<file path="config.mk">
export PLATFORM = sky130hd
export DESIGN_NAME = nfc_picc_responder
export DESIGN_NICKNAME = d
export VERILOG_FILES = /design/src/rtl/nfc_picc_responder.sv
export SDC_FILE = /design/constraint.sdc
export NUM_CORES = 1
export LEC_CHECK = 0
export CAP_MARGIN = 20
export CORE_ASPECT_RATIO = 1.25
export CORE_UTILIZATION = 68
export DETAILED_ROUTE_END_ITERATION = 7
export DONT_BUFFER_PORTS = 1
export PLACE_DENSITY = 0.84
export SYNTH_ARGS = -nofsm -noshare
export SYNTH_HDL_FRONTEND = slang
export SYNTH_SLANG_ARGS = --single-unit
export TNS_END_PERCENT = 100
</file>
<file path="constraint.sdc">
create_clock -name clk -period 5.5 [get_ports clk]
set_input_delay 1.1 -clock clk [delete_from_list [all_inputs] [get_ports clk]]
set_output_delay 1.1 -clock clk [all_outputs]
set_load 0.05 [all_outputs]
</file>
<file path="src/rtl/nfc_picc_responder.sv">
// ISO 14443-A style card (PICC) responder.
// Receives framed bytes from the demodulator, runs the card state machine
// (REQA/WUPA, anticollision, select, halt) and streams the response bytes to
// the modulator through a valid/ready handshake after a fixed frame delay.
module nfc_picc_responder #(
  parameter logic [31:0] UID      = 32'hDEADBEEF,
  parameter logic [15:0] ATQA     = 16'h0004,
  parameter logic [7:0]  SAK      = 8'h08,
  parameter int unsigned RESP_GAP = 8
) (
  input  logic       clk,
  input  logic       rst,
  input  logic       field_on,
  input  logic       rx_valid,
  input  logic [7:0] rx_data,
  input  logic [3:0] rx_bits,
  input  logic       rx_last,
  output logic       tx_valid,
  input  logic       tx_ready,
  output logic [7:0] tx_data,
  output logic       tx_last,
  output logic [1:0] picc_state,
  output logic       selected,
  output logic       frame_error
);

  typedef enum logic [1:0] {ENG_RX, ENG_DECODE, ENG_GAP, ENG_TX} eng_t;
  typedef enum logic [1:0] {
    PICC_IDLE   = 2'd0,
    PICC_READY  = 2'd1,
    PICC_ACTIVE = 2'd2,
    PICC_HALT   = 2'd3
  } picc_t;
  typedef enum logic [1:0] {RSP_ATQA, RSP_UID, RSP_SAK} rsp_t;

  localparam logic [7:0] CMD_REQA   = 8'h26;
  localparam logic [7:0] CMD_WUPA   = 8'h52;
  localparam logic [7:0] CMD_SEL_CL = 8'h93;
  localparam logic [7:0] NVB_ANTI   = 8'h20;
  localparam logic [7:0] NVB_SEL    = 8'h70;
  localparam logic [7:0] CMD_HLTA   = 8'h50;
  localparam logic [7:0] UID_BCC    = UID[31:24] ^ UID[23:16] ^ UID[15:8] ^ UID[7:0];
  // Cascade bit is forced clear: this card always has a complete 4-byte UID.
  localparam logic [7:0] SAK_WIRE   = {SAK[7:3], 1'b0, SAK[1:0]};
  localparam logic [7:0] GAP_LD     = 8'(RESP_GAP);
  localparam logic [3:0] FBUF_DEPTH = 4'd9;

  eng_t        eng_q, eng_d;
  picc_t       picc_q;
  rsp_t        rsp_q;
  logic [2:0]  tx_idx_q;
  logic [7:0]  gap_q;
  logic [3:0]  cnt_q;
  logic        ovf_q;
  logic [3:0]  last_bits_q;
  logic        ferr_q;
  logic [7:0]  fbuf [0:8];

  // Decode results, valid while the engine sits in DECODE
  logic        dec_respond;
  logic        dec_err;
  picc_t       dec_picc;
  rsp_t        dec_rsp;
  logic        short_frame;
  logic        full_frame;
  logic        anticoll_hit;
  logic        select_hit;
  logic        hlta_hit;

  logic [7:0]  rsp_byte;
  logic [2:0]  rsp_last_idx;
  logic        rx_store;

  assign short_frame  = (cnt_q == 4'd1) && (last_bits_q == 4'd7);
  assign full_frame   = (last_bits_q == 4'd8);
  assign anticoll_hit = full_frame && (cnt_q == 4'd2) &&
                        (fbuf[0] == CMD_SEL_CL) && (fbuf[1] == NVB_ANTI);
  // CRC bytes 7..8 are accepted as-is; the demodulator front end owns CRC.
  assign select_hit   = full_frame && (cnt_q == 4'd9) &&
                        (fbuf[0] == CMD_SEL_CL) && (fbuf[1] == NVB_SEL) &&
                        (fbuf[2] == UID[31:24]) && (fbuf[3] == UID[23:16]) &&
                        (fbuf[4] == UID[15:8])  && (fbuf[5] == UID[7:0]) &&
                        (fbuf[6] == UID_BCC);
  assign hlta_hit     = full_frame && (cnt_q == 4'd4) &&
                        (fbuf[0] == CMD_HLTA) && (fbuf[1] == 8'h00);

  assign rx_store = field_on && (eng_q == ENG_RX) && rx_valid && (cnt_q < FBUF_DEPTH);

  // Command decode: classify the buffered frame against the current card state
  always_comb begin
    dec_respond = 1'b0;
    dec_err     = 1'b0;
    dec_picc    = picc_q;
    dec_rsp     = RSP_ATQA;
    if (ovf_q) begin
      dec_err = 1'b1;
      if ((picc_q == PICC_READY) || (picc_q == PICC_ACTIVE)) dec_picc = PICC_IDLE;
    end else begin
      case (picc_q)
        PICC_IDLE: begin
          if (short_frame && ((fbuf[0] == CMD_REQA) || (fbuf[0] == CMD_WUPA))) begin
            dec_respond = 1'b1;
            dec_rsp     = RSP_ATQA;
            dec_picc    = PICC_READY;
          end else begin
            dec_err = 1'b1;
          end
        end
        PICC_HALT: begin
          if (short_frame && (fbuf[0] == CMD_WUPA)) begin
            dec_respond = 1'b1;
            dec_rsp     = RSP_ATQA;
            dec_picc    = PICC_READY;
          end else begin
            dec_err = 1'b1;
          end
        end
        PICC_READY: begin
          if (anticoll_hit) begin
            dec_respond = 1'b1;
            dec_rsp     = RSP_UID;
          end else if (select_hit) begin
            dec_respond = 1'b1;
            dec_rsp     = RSP_SAK;
            dec_picc    = PICC_ACTIVE;
          end else begin
            dec_err  = 1'b1;
            dec_picc = PICC_IDLE;
          end
        end
        PICC_ACTIVE: begin
          if (hlta_hit) begin
            dec_picc = PICC_HALT;
          end else begin
            dec_err  = 1'b1;
            dec_picc = PICC_IDLE;
          end
        end
        default: dec_err = 1'b1;
      endcase
    end
  end

  // Response byte selection from the response kind and byte index
  always_comb begin
    rsp_byte     = 8'h00;
    rsp_last_idx = 3'd0;
    case (rsp_q)
      RSP_ATQA: begin
        rsp_last_idx = 3'd1;
        rsp_byte     = (tx_idx_q == 3'd0) ? ATQA[7:0] : ATQA[15:8];
      end
      RSP_UID: begin
        rsp_last_idx = 3'd4;
        case (tx_idx_q)
          3'd0:    rsp_byte = UID[31:24];
          3'd1:    rsp_byte = UID[23:16];
          3'd2:    rsp_byte = UID[15:8];
          3'd3:    rsp_byte = UID[7:0];
          default: rsp_byte = UID_BCC;
        endcase
      end
      RSP_SAK: begin
        rsp_last_idx = 3'd0;
        rsp_byte     = SAK_WIRE;
      end
      default: begin
        rsp_last_idx = 3'd0;
        rsp_byte     = 8'h00;
      end
    endcase
  end

  assign tx_valid    = (eng_q == ENG_TX);
  assign tx_data     = tx_valid ? rsp_byte : 8'h00;
  assign tx_last     = tx_valid && (tx_idx_q == rsp_last_idx);
  assign picc_state  = picc_q;
  assign selected    = (picc_q == PICC_ACTIVE);
  assign frame_error = ferr_q;

  // Engine next-state: receive, decode, frame delay, transmit
  always_comb begin
    eng_d = eng_q;
    case (eng_q)
      ENG_RX:     if (rx_valid && rx_last) eng_d = ENG_DECODE;
      ENG_DECODE: begin
        if (!dec_respond)           eng_d = ENG_RX;
        else if (GAP_LD == 8'd0)    eng_d = ENG_TX;
        else                        eng_d = ENG_GAP;
      end
      ENG_GAP:    if (gap_q <= 8'd1) eng_d = ENG_TX;
      ENG_TX:     if (tx_ready && tx_last) eng_d = ENG_RX;
      default:    eng_d = ENG_RX;
    endcase
    // Loss of field aborts everything, including a handshake this cycle
    if (!field_on) eng_d = ENG_RX;
  end

  // Engine state register
  always_ff @(posedge clk) begin
    if (rst) eng_q <= ENG_RX;
    else     eng_q <= eng_d;
  end

  // Card state, frame bookkeeping, gap timer and transmit index
  always_ff @(posedge clk) begin
    if (rst) begin
      picc_q      <= PICC_IDLE;
      rsp_q       <= RSP_ATQA;
      tx_idx_q    <= 3'd0;
      gap_q       <= 8'd0;
      cnt_q       <= 4'd0;
      ovf_q       <= 1'b0;
      last_bits_q <= 4'd0;
      ferr_q      <= 1'b0;
    end else begin
      ferr_q <= 1'b0;
      if (!field_on) begin
        picc_q   <= PICC_IDLE;
        tx_idx_q <= 3'd0;
        gap_q    <= 8'd0;
        cnt_q    <= 4'd0;
        ovf_q    <= 1'b0;
      end else begin
        case (eng_q)
          ENG_RX: begin
            if (rx_valid) begin
              if (cnt_q < FBUF_DEPTH) cnt_q <= cnt_q + 4'd1;
              else                    ovf_q <= 1'b1;
              if (rx_last) last_bits_q <= rx_bits;
            end
          end
          ENG_DECODE: begin
            picc_q   <= dec_picc;
            ferr_q   <= dec_err;
            rsp_q    <= dec_rsp;
            gap_q    <= GAP_LD;
            tx_idx_q <= 3'd0;
            cnt_q    <= 4'd0;
            ovf_q    <= 1'b0;
          end
          ENG_GAP: gap_q <= gap_q - 8'd1;
          ENG_TX: begin
            if (tx_ready) tx_idx_q <= tx_last ? 3'd0 : tx_idx_q + 3'd1;
          end
          default: ;
        endcase
      end
    end
  end

  // Frame buffer capture (data only, validity is tracked by cnt_q)
  always_ff @(posedge clk) begin
    if (rx_store) fbuf[cnt_q] <= rx_data;
  end

endmodule

</file>
==> results.py <==
metrics = {
    "run_status": {
        "status": "completed",
    },
    "final_layout": {
        "area_growth_pct": 6.33,
        "layout_common_cells": "edfxtp_1 (56), nor2_1 (34), dfxtp_1 (27)",
        "layout_commonest_cell": "edfxtp_1",
        "finish.net_count": 359,
        "drive_gt1_frac": 0.0673,
        "num_antenna_cells": 0,
    },
    "routing": {
        "vias": 2460,
        "viasPerCell": 6.32,
        "dr.pass1.iters": 4,
        "drt_iter0_markers": 143,
        "remaining_drc_errors": 0,
        "wl_per_cell_um": 18.1,
        "drt_wl_total_mm": 7.04,
        "ant_nets": 0,
    },
    "floorplan": {
        "start_util": 0.722,
        "io_pins": 32,
        "die_area_mm2": 0.00585,
        "die_w_um": 68.6,
        "dieHeight_um": 85.3,
        "core_region_area_mm2": 0.00523,
        "num_rows": 29,
    },
    "timing": {
        "rsz0062_at_grt": "no",
        "hold_viol": 0,
        "worst_slew_pin_slew_ns": 1.03,
        "setup_viol": 0,
        "hold_slack_ns": 0.525,
        "finalClockSkew_ns": 0.00832,
        "period_minus_slack_ns": 3.97,
        "slew_headroom": 0.316,
        "timing.fmax_mhz": 252,
        "finalCritPeriodShare": 0.722,
        "drv_slew": 0,
        "finalSetupTns_ns": 0,
    },
    "clock_tree": {
        "clk_latency_ns": 0.36,
        "htreeDepth": 3,
        "cts.clk_slew.worst_paths_ns": 0.09,
        "cts_resized": 0,
        "postCtsHoldBufs": 0,
        "clock_path_buffers": 2,
        "cts_root_buffer": "clkbuf_8",
        "cts_tree": "done",
        "post_cts_buffers": 0,
        "clkSinkCount": 83,
        "cts_made_buffers": 9,
    },
    "synthesis": {
        "synth_fp_nets": 353,
        "synth_warnings": 0,
        "synthesis.area_mm2": 0.00377,
        "synth_edf_count": 56,
        "ys_ff_latch": 83,
        "syn_area_per_cell_um2": 11.9,
        "synth-seq-area-share": 0.589,
        "synth_cell_types": 59,
        "async_flop_share": 0,
        "synth-main-ff-cell": "edfxtp_1",
        "syn-instance-count": 316,
    },
    "critical_path": {
        "worstPathMaxFanout": 8,
        "start_kind": "flip-flop",
        "critPathRequiredTime_ns": 4.40,
        "arrival_ns": 2.87,
        "endpoint_kind": "output pin",
        "r2r_cells": 6,
        "critPathKind": "flip-flop to output pin",
    },
    "power_and_ir_drop": {
        "power.density_mw_per_mm2": 275,
        "p_leak_uw": 0.00137,
        "peakVddDrop_mv": 0.266,
    },
    "placement": {
        "io_buffers": 0,
        "place_congestion": 0.869,
        "dp_hpwl_mm": 5.04,
    },
    "job": {
        "cap_violations": 0,
    },
    "global_route": {
        "overflow": 0,
        "grt_pass1_vias": 2397,
        "grtUsageTotal": 0.264,
        "grt_pass1_wl_mm": 10.7,
        "grt_start_max_net_pins": 16,
        "grt_antenna_before_repair": 0,
    },
    "hold_path": {
        "hp-class": "flip-flop to flip-flop",
        "hold_path_depth": 2,
    },
}
[worst max-delay path: stages, from the launching register on]
cell	delay, ns
dfxtp_1	0.38
ha_1	0.66
nand2_1	0.16
nor2_1	0.77
o21a_1	0.54
[cell usage after synthesis (3+ instances only)]
cell type | n | area, µm²
and2_1 | 9 | 56.3
nor3b_1 | 4 | 30.0
mux2i_1 | 8 | 80.1
nor2_1 | 34 | 128
nand2b_1 | 5 | 31.3
nand4_1 | 8 | 50.1
nand3_1 | 10 | 50.1
nor2b_1 | 4 | 25.0
nand4b_1 | 3 | 26.3
o21ai_1 | 3 | 15.0
nor4_1 | 7 | 43.8
nand2_1 | 16 | 60.1
a21oi_1 | 11 | 55.1
a31oi_1 | 4 | 25.0
ha_1 | 19 | 238
inv_1 | 15 | 56.3
xor2_1 | 4 | 35.0
edfxtp_1 | 56 | 1680
nor3_1 | 7 | 35.0
dfxtp_1 | 27 | 541
clkbuf_1 | 4 | 15.0
or4bb_1 | 3 | 33.8
o21ai_0 | 6 | 30.0
[metrics by stage]
stage,total power (µW),std cells,utilization,worst slack (ns),cell area (µm²)
global placement,726,373,0.734,1.96,3840
detailed placement,727,373,0.734,1.92,3840
CTS,1110,389,0.768,1.52,4010
global route,1140,389,0.768,1.36,4010
floorplan,720,316,-,2.07,3770
finish,1110,389,0.768,1.53,4010
[sequential cells by signal, indices dropped and copies added, names as in the netlist, named ones only]
register,cells
cnt_q,4
eng_q,1
frame_error,1
last_bits_q,4
picc_state,2
fbuf,56
rsp_q,2
gap_q,8
ovf_q,1
tx_idx_q,3
[routing by layer]
metal / GRT usage / part of all wire / vias up
li1: - / - / 1199
met1: 0.271 / 0.40 / 1153
met2: 0.475 / 0.53 / 88
met3: 0.0672 / 0.052 / 20
met4: 0.131 / 0.021 / 0
met5: 0 / 0 / -
[report_power, final]
group          switching [µW]  internal (µW)
sequential               6.12            672
combinational            21.1           13.1
clock                     224            169
[logic make-up after synthesis]
family | after synthesis | synth area share
mux | 8 | 0.0212
buf+inv | 21 | 0.0212
simple gates | 133 | 0.207
compound gates | 46 | 0.0845
xor+xnor | 6 | 0.0139
fa+ha+maj | 19 | 0.0630
flops | 83 | 0.589
[layout make-up]
type                       instances  area [µm²]
multi-input combinational        212        1470
timing repair buffer               1        7.51
fill                             352        1210
tap                               62        77.6
inverter                          15        56.3
clock inverter                     6        50.0
sequential                        83        2220
clock buffer                      10         128
[final timing paths]
kind                  from          end  slack, ns
setup / recovery  eng_q[0]   tx_data[0]       1.53
setup reg to reg  cnt_q[0]  frame_error       3.26
hold / removal    gap_q[1]     gap_q[1]       0.52
hold reg to reg   gap_q[1]     gap_q[1]       0.52
Note: power is estimated with default switching activity, not from simulation.
